`src/rtl/clk_div_pkg.sv`:
```
// Shared definitions for the clock divider bank: reset divisor, config FSM
// state encoding and the channel-select width helper.
package clk_div_pkg;

    // Divisor loaded into every channel at reset (1 Hz tick from 25 MHz).
    localparam int DEFAULT_DIV_C = 24999999;

    // Config port state: IDLE accepts a write, APPLY finishes it.
    typedef enum logic {
        IDLE  = 1'b0,
        APPLY = 1'b1
    } cfg_state_t;

    // Channel-select width: at least one bit even for a single channel.
    function automatic int ch_width(input int num_ch);
        return (num_ch <= 2) ? 1 : $clog2(num_ch);
    endfunction

endpackage

```
`src/rtl/clk_div_channel.sv`:
```
// One programmable divider channel. Counts down from the divisor; at zero it
// reloads, toggles the divided level and raises a one-cycle tick.
// A config write (i_load) updates the divisor and, if it coincides with a
// terminal count, the reload already uses the new value. i_restart forces a
// phase-aligned restart from the stored divisor regardless of enable.
module clk_div_channel #(
    parameter int                 CNT_W     = 25,
    parameter logic [CNT_W-1:0]   RESET_DIV = '0
) (
    input  logic             i_clock,
    input  logic             i_reset,
    input  logic             i_enable,
    input  logic             i_load,
    input  logic [CNT_W-1:0] i_load_div,
    input  logic             i_restart,
    output logic             o_tick,
    output logic             o_clkout
);

    logic [CNT_W-1:0] r_div;
    logic [CNT_W-1:0] r_cnt;
    logic             r_tick;
    logic             r_clkout;
    logic [CNT_W-1:0] w_reload_div;

    // A write landing on a terminal count must reload with the new divisor,
    // never a mix of old and new.
    assign w_reload_div = i_load ? i_load_div : r_div;

    // Divisor storage, down-counter, divided level and tick strobe.
    // NOTE: non-blocking assignments so every register samples the pre-edge
    // values; blocking here would let r_cnt's update leak into r_tick's.
    always_ff @(posedge i_clock or negedge i_reset) begin
        if (!i_reset) begin
            r_div    <= RESET_DIV;
            r_cnt    <= '0;
            r_tick   <= 1'b0;
            r_clkout <= 1'b0;
        end else begin
            if (i_load) begin
                r_div <= i_load_div;
            end
            if (i_restart) begin
                r_cnt    <= r_div;
                r_clkout <= 1'b0;
                r_tick   <= 1'b0;
            end else if (i_enable) begin
                if (r_cnt == '0) begin
                    r_cnt    <= w_reload_div;
                    r_clkout <= ~r_clkout;
                    r_tick   <= 1'b1;
                end else begin
                    r_cnt  <= r_cnt - CNT_W'(1);
                    r_tick <= 1'b0;
                end
            end else begin
                r_tick <= 1'b0;
            end
        end
    end

    assign o_tick   = r_tick;
    assign o_clkout = r_clkout;

endmodule

```
`src/rtl/clk_div_bank.sv`:
```
// Bank of NUM_CH independent programmable clock dividers with a two-state
// valid/ready config port. Writes to a channel index >= NUM_CH are accepted,
// dropped, and flagged by a one-cycle cfg_err pulse.
// Optional macro CLK_DIV_SYNC_RELOAD_EN: when defined, the cycle after a write
// restarts the target channel's count with the new divisor and clears its
// outputs; when undefined the new divisor takes effect at the next natural
// terminal count.
module clk_div_bank
    import clk_div_pkg::*;
#(
    parameter int  NUM_CH      = 4,
    parameter int  CNT_W       = 25,
    parameter int  DEFAULT_DIV = DEFAULT_DIV_C,
    localparam int CH_W        = ch_width(NUM_CH)
) (
    input  logic              clock,
    input  logic              reset,
    input  logic              cfg_valid,
    output logic              cfg_ready,
    input  logic [CH_W-1:0]   cfg_ch,
    input  logic [CNT_W-1:0]  cfg_div,
    output logic              cfg_err,
    input  logic [NUM_CH-1:0] ch_enable,
    output logic [NUM_CH-1:0] tick,
    output logic [NUM_CH-1:0] clkout
);

    localparam logic [CH_W:0] NUM_CH_V = (CH_W + 1)'(NUM_CH);

    cfg_state_t        r_state;
    logic              r_cfg_ready;
    logic              r_cfg_err;
    logic              w_accept;
    logic              w_ch_oob;
    logic [NUM_CH-1:0] w_load;
    logic [NUM_CH-1:0] w_restart;

    assign w_accept = cfg_valid & r_cfg_ready;
    assign w_ch_oob = ({1'b0, cfg_ch} >= NUM_CH_V);

    // Config FSM: accept in IDLE, spend one cycle in APPLY, flag bad indices.
    always_ff @(posedge clock or negedge reset) begin
        if (!reset) begin
            r_state     <= IDLE;
            r_cfg_ready <= 1'b1;
            r_cfg_err   <= 1'b0;
        end else begin
            case (r_state)
                IDLE: begin
                    if (w_accept) begin
                        r_state     <= APPLY;
                        r_cfg_ready <= 1'b0;
                        r_cfg_err   <= w_ch_oob;
                    end
                end
                APPLY: begin
                    r_state     <= IDLE;
                    r_cfg_ready <= 1'b1;
                    r_cfg_err   <= 1'b0;
                end
            endcase
        end
    end

`ifdef CLK_DIV_SYNC_RELOAD_EN
    logic [NUM_CH-1:0] r_restart;

    // Remember which channel was written so APPLY can restart it.
    always_ff @(posedge clock or negedge reset) begin
        if (!reset) begin
            r_restart <= '0;
        end else begin
            r_restart <= w_load;
        end
    end

    assign w_restart = r_restart;
`else
    assign w_restart = '0;
`endif

    for (genvar g = 0; g < NUM_CH; g++) begin : g_ch
        assign w_load[g] = w_accept & (cfg_ch == CH_W'(g));

        clk_div_channel #(
            .CNT_W     (CNT_W),
            .RESET_DIV (CNT_W'(DEFAULT_DIV))
        ) u_channel (
            .i_clock    (clock),
            .i_reset    (reset),
            .i_enable   (ch_enable[g]),
            .i_load     (w_load[g]),
            .i_load_div (cfg_div),
            .i_restart  (w_restart[g]),
            .o_tick     (tick[g]),
            .o_clkout   (clkout[g])
        );
    end

    assign cfg_ready = r_cfg_ready;
    assign cfg_err   = r_cfg_err;

endmodule

```
`config.mk`:
```
export PLATFORM = sky130hd
export DESIGN_NAME = clk_div_bank
export DESIGN_NICKNAME = d
export VERILOG_FILES = /design/src/rtl/clk_div_pkg.sv /design/src/rtl/clk_div_channel.sv /design/src/rtl/clk_div_bank.sv
export SDC_FILE = /design/constraint.sdc
export NUM_CORES = 1
export LEC_CHECK = 0
export ABC_AREA = 0
export CAP_MARGIN = 0
export CORE_UTILIZATION = 60
export DETAILED_ROUTE_END_ITERATION = 8
export PLACE_DENSITY = 0.79
export SLEW_MARGIN = 20
export SYNTH_ARGS = -nofsm -noshare
export SYNTH_HDL_FRONTEND = slang
export SYNTH_SLANG_ARGS = --single-unit
```
`constraint.sdc`:
```
create_clock -name clock -period 3.2 [get_ports clock]
set_input_delay 0.64 -clock clock [delete_from_list [all_inputs] [get_ports clock]]
set_output_delay 0.64 -clock clock [all_outputs]
set_load 0.02 [all_outputs]
```
==> run metrics <==
status complete, no violations; area of the multi-input gates 0.00423 mm^2; initial core utilization 62.3%; pre-CTS setup slack 0.465 ns; Mapped Cells 929; HPWL Detailed 15,900 um; critical path's largest stage delay 0.64 ns; Async SR Flop Fraction 100%; period utilization 85.5%; io pins 44; Static Leak 5.32 nW; vias 7,515; most frequent cells in the layout 141 x dfrtp_1, 92 x mux2_2, 69 x dfstp_2; fill count 1,160; VDD IR max 472 uV; DR iter-0 viols 617; clock skew 0.00774 ns; layout cells sized above 1 23.9%; largest net degree at the start of global routing 91; most frequent CP cell or4_1; vias in the first global route 7,324; clock sink count 210; CP max stage cell or3_1; worst path cell trace or4_1 -> or4_1 -> or3_1 -> o21ba_1 -> mux2_2; chip height 131 um; CP max FO 19; Detailed Routing Iterations Pass 1 4; Vias/cell 6.22; maximum clock path buffer count 3; max_slew headroom 50.1%; global route overflow 0; MaxCap Viol Count 0; Least-Margin Pin Slew 0.749 ns; r2r setup slk 0.46 ns; Final #Nets 1,016; reg2reg start g_ch[2].u_channel.r_cnt[11]; total wire length 23,500 um; H-tree levels 1; clk slew on worst S/H paths 0.06 ns; total CTS buffers 22; drt wl/cell 19.4 um; Mapped Area 0.0100 mm^2; HP Class in -> async; Critical Path Source Type register; Tmin final 2.74 ns; cts hold-fix bufs 0; Distinct cells, synth 66; WS Path Type reg -> reg; # resized after CTS 0; final RePlAce weighted congestion 0.885; sequential fraction of the synthesis area 53.4%; Core Rows 46; Final WS setup 0.463 ns; main flop type after synthesis dfrtp_1; Post-Syn Area per Cell 10.8 um^2; critical path arrival 3.12 ns; Worst Setup End Kind register; EDFF count, synth 0; setup bufs post-CTS 0; crit path from g_ch[2].u_channel.r_cnt[11]; Die Area 0.0172 mm^2; first-pass GRT wire length 38,600 um; Die X-Extent 131 um; RSZ-0062 raised after global routing false; commonest non-fill, non-tap cell in the layout dfrtp_1; Slew Viols, Final 0; WP buf/inv 0; worst path required time 3.59 ns; TritonCTS clock tree yes; I/O Buffers 42; total negative slack 0 ns; Total GRT Usage 28.3%; antenna viol nets, final 0; Residual DRC 0; clock root buffer clkbuf_16; Placeable Area 0.0161 mm^2; Hold Vio Cnt, Final 0; CP top delay family simple AND/OR/NAND/NOR gates; synthesis-to-finish area growth 14.8%; Synth warnings 0; Fmax achieved 0.365 GHz; FF+latch area 0.00534 mm^2; Net Count, Synth 967; Seq cells post-synth 210; initial antenna violation count 0; antenna cells 0; Clock Latency Late Sink 0.50 ns; WHS 0.201 ns; PD cells 633 mW/mm^2; final setup fails 0
-- final timing paths --
check / to / depth (start not counted)
max: g_ch[2].u_channel.r_cnt[18] / 5
min: g_ch[1].u_channel.o_clkout / 1
max reg2reg: g_ch[2].u_channel.r_cnt[18] / 5
min reg2reg: r_state / 1
max in group asynchronous: g_ch[0].u_channel.r_div[24] / 2
min in group clock: r_state / 1
-- logic make-up after synthesis --
| logic type | after synthesis | share of synthesized area [%] |
|---|---|---|
| xor gates and xnor gates | 5 | 0.438 |
| adders and majority gates | 4 | 0.500 |
| and+or+nand+nor | 302 | 15.8 |
| muxes | 116 | 12.8 |
| DFF | 210 | 53.4 |
| AOI/OAI and AO/OA | 185 | 12.7 |
| buffers and inverters | 106 | 4.43 |
| other | 1 | 0.0375 |
-- layer usage --
layer | vias up | global-route usage, % | routed length (um)
li1 | 3503 | - | -
met1 | 3790 | 39.5 | 10300
met2 | 181 | 46.5 | 11500
met3 | 41 | 3.74 | 1110
met4 | 0 | 7.91 | 558
met5 | - | 0 | 0
-- synth_stat cells, drive strengths merged (3+ instances only) --
master / number / area [um^2]
dfrtp: 141 / 3530
mux2: 92 / 1040
dfstp: 69 / 1810
o21ai: 63 / 315
inv: 56 / 210
nand2: 56 / 210
nor2: 56 / 210
nor3: 56 / 285
clkbuf: 36 / 135
nand3: 30 / 150
nor4: 26 / 184
mux2i: 24 / 240
or4: 17 / 128
a22oi: 16 / 120
a21oi: 15 / 78.8
or3: 15 / 93.8
a211oi: 13 / 97.6
buf: 13 / 93.8
o31ai: 12 / 90.1
nand4: 10 / 62.6
and3: 9 / 56.3
o211ai: 7 / 52.6
a21o: 6 / 45.0
a2bb2oi: 6 / 52.6
and4: 6 / 52.6
o32ai: 6 / 52.6
a211o: 5 / 43.8
nand2b: 5 / 31.3
o41ai: 5 / 43.8
and2: 4 / 25.0
ha: 4 / 50.1
o211a: 4 / 40.0
or2: 4 / 25.0
o21a: 3 / 22.5
o22a: 3 / 26.3
o22ai: 3 / 18.8
xnor2: 3 / 26.3
-- cell type report --
type,instances,area share (%)
clock inverter,5,0.436
timing repair buffer,74,6.22
inverter,57,1.86
tap,216,2.35
clock buffer,34,5.72
sequential,210,46.5
multi-input combinational,613,36.9
-- per-stage QoR --
step / utilization (%) / power, W / instances / instance area (um^2)
3_3_place_gp: 67.1 / 0.00473 / 1170 / 10800
4_1_cts: 71.5 / 0.00731 / 1209 / 11500
5_1_grt: 71.5 / 0.00765 / 1209 / 11500
2_1_floorplan: - / 0.00430 / 929 / 10000
3_5_place_dp: 67.1 / 0.00480 / 1170 / 10800
6_report: 71.5 / 0.00727 / 1209 / 11500
-- sequential cells by signal, indices dropped and copies added (netlist names) --
name,flops
cfg_ready,1
g_ch.u_channel.r_cnt,100
g_ch.u_channel.o_tick,4
g_ch.u_channel.o_clkout,4
g_ch.u_channel.r_div,100
r_state,1
-- where the power goes --
group	total [W]	internal [W]	switching (W)
clock network	0.00248	0.00149	0.000996
logic	0.00134	0.000581	0.000758
registers	0.00344	0.00303	0.000416
Note: power is estimated with default switching activity, not from simulation.
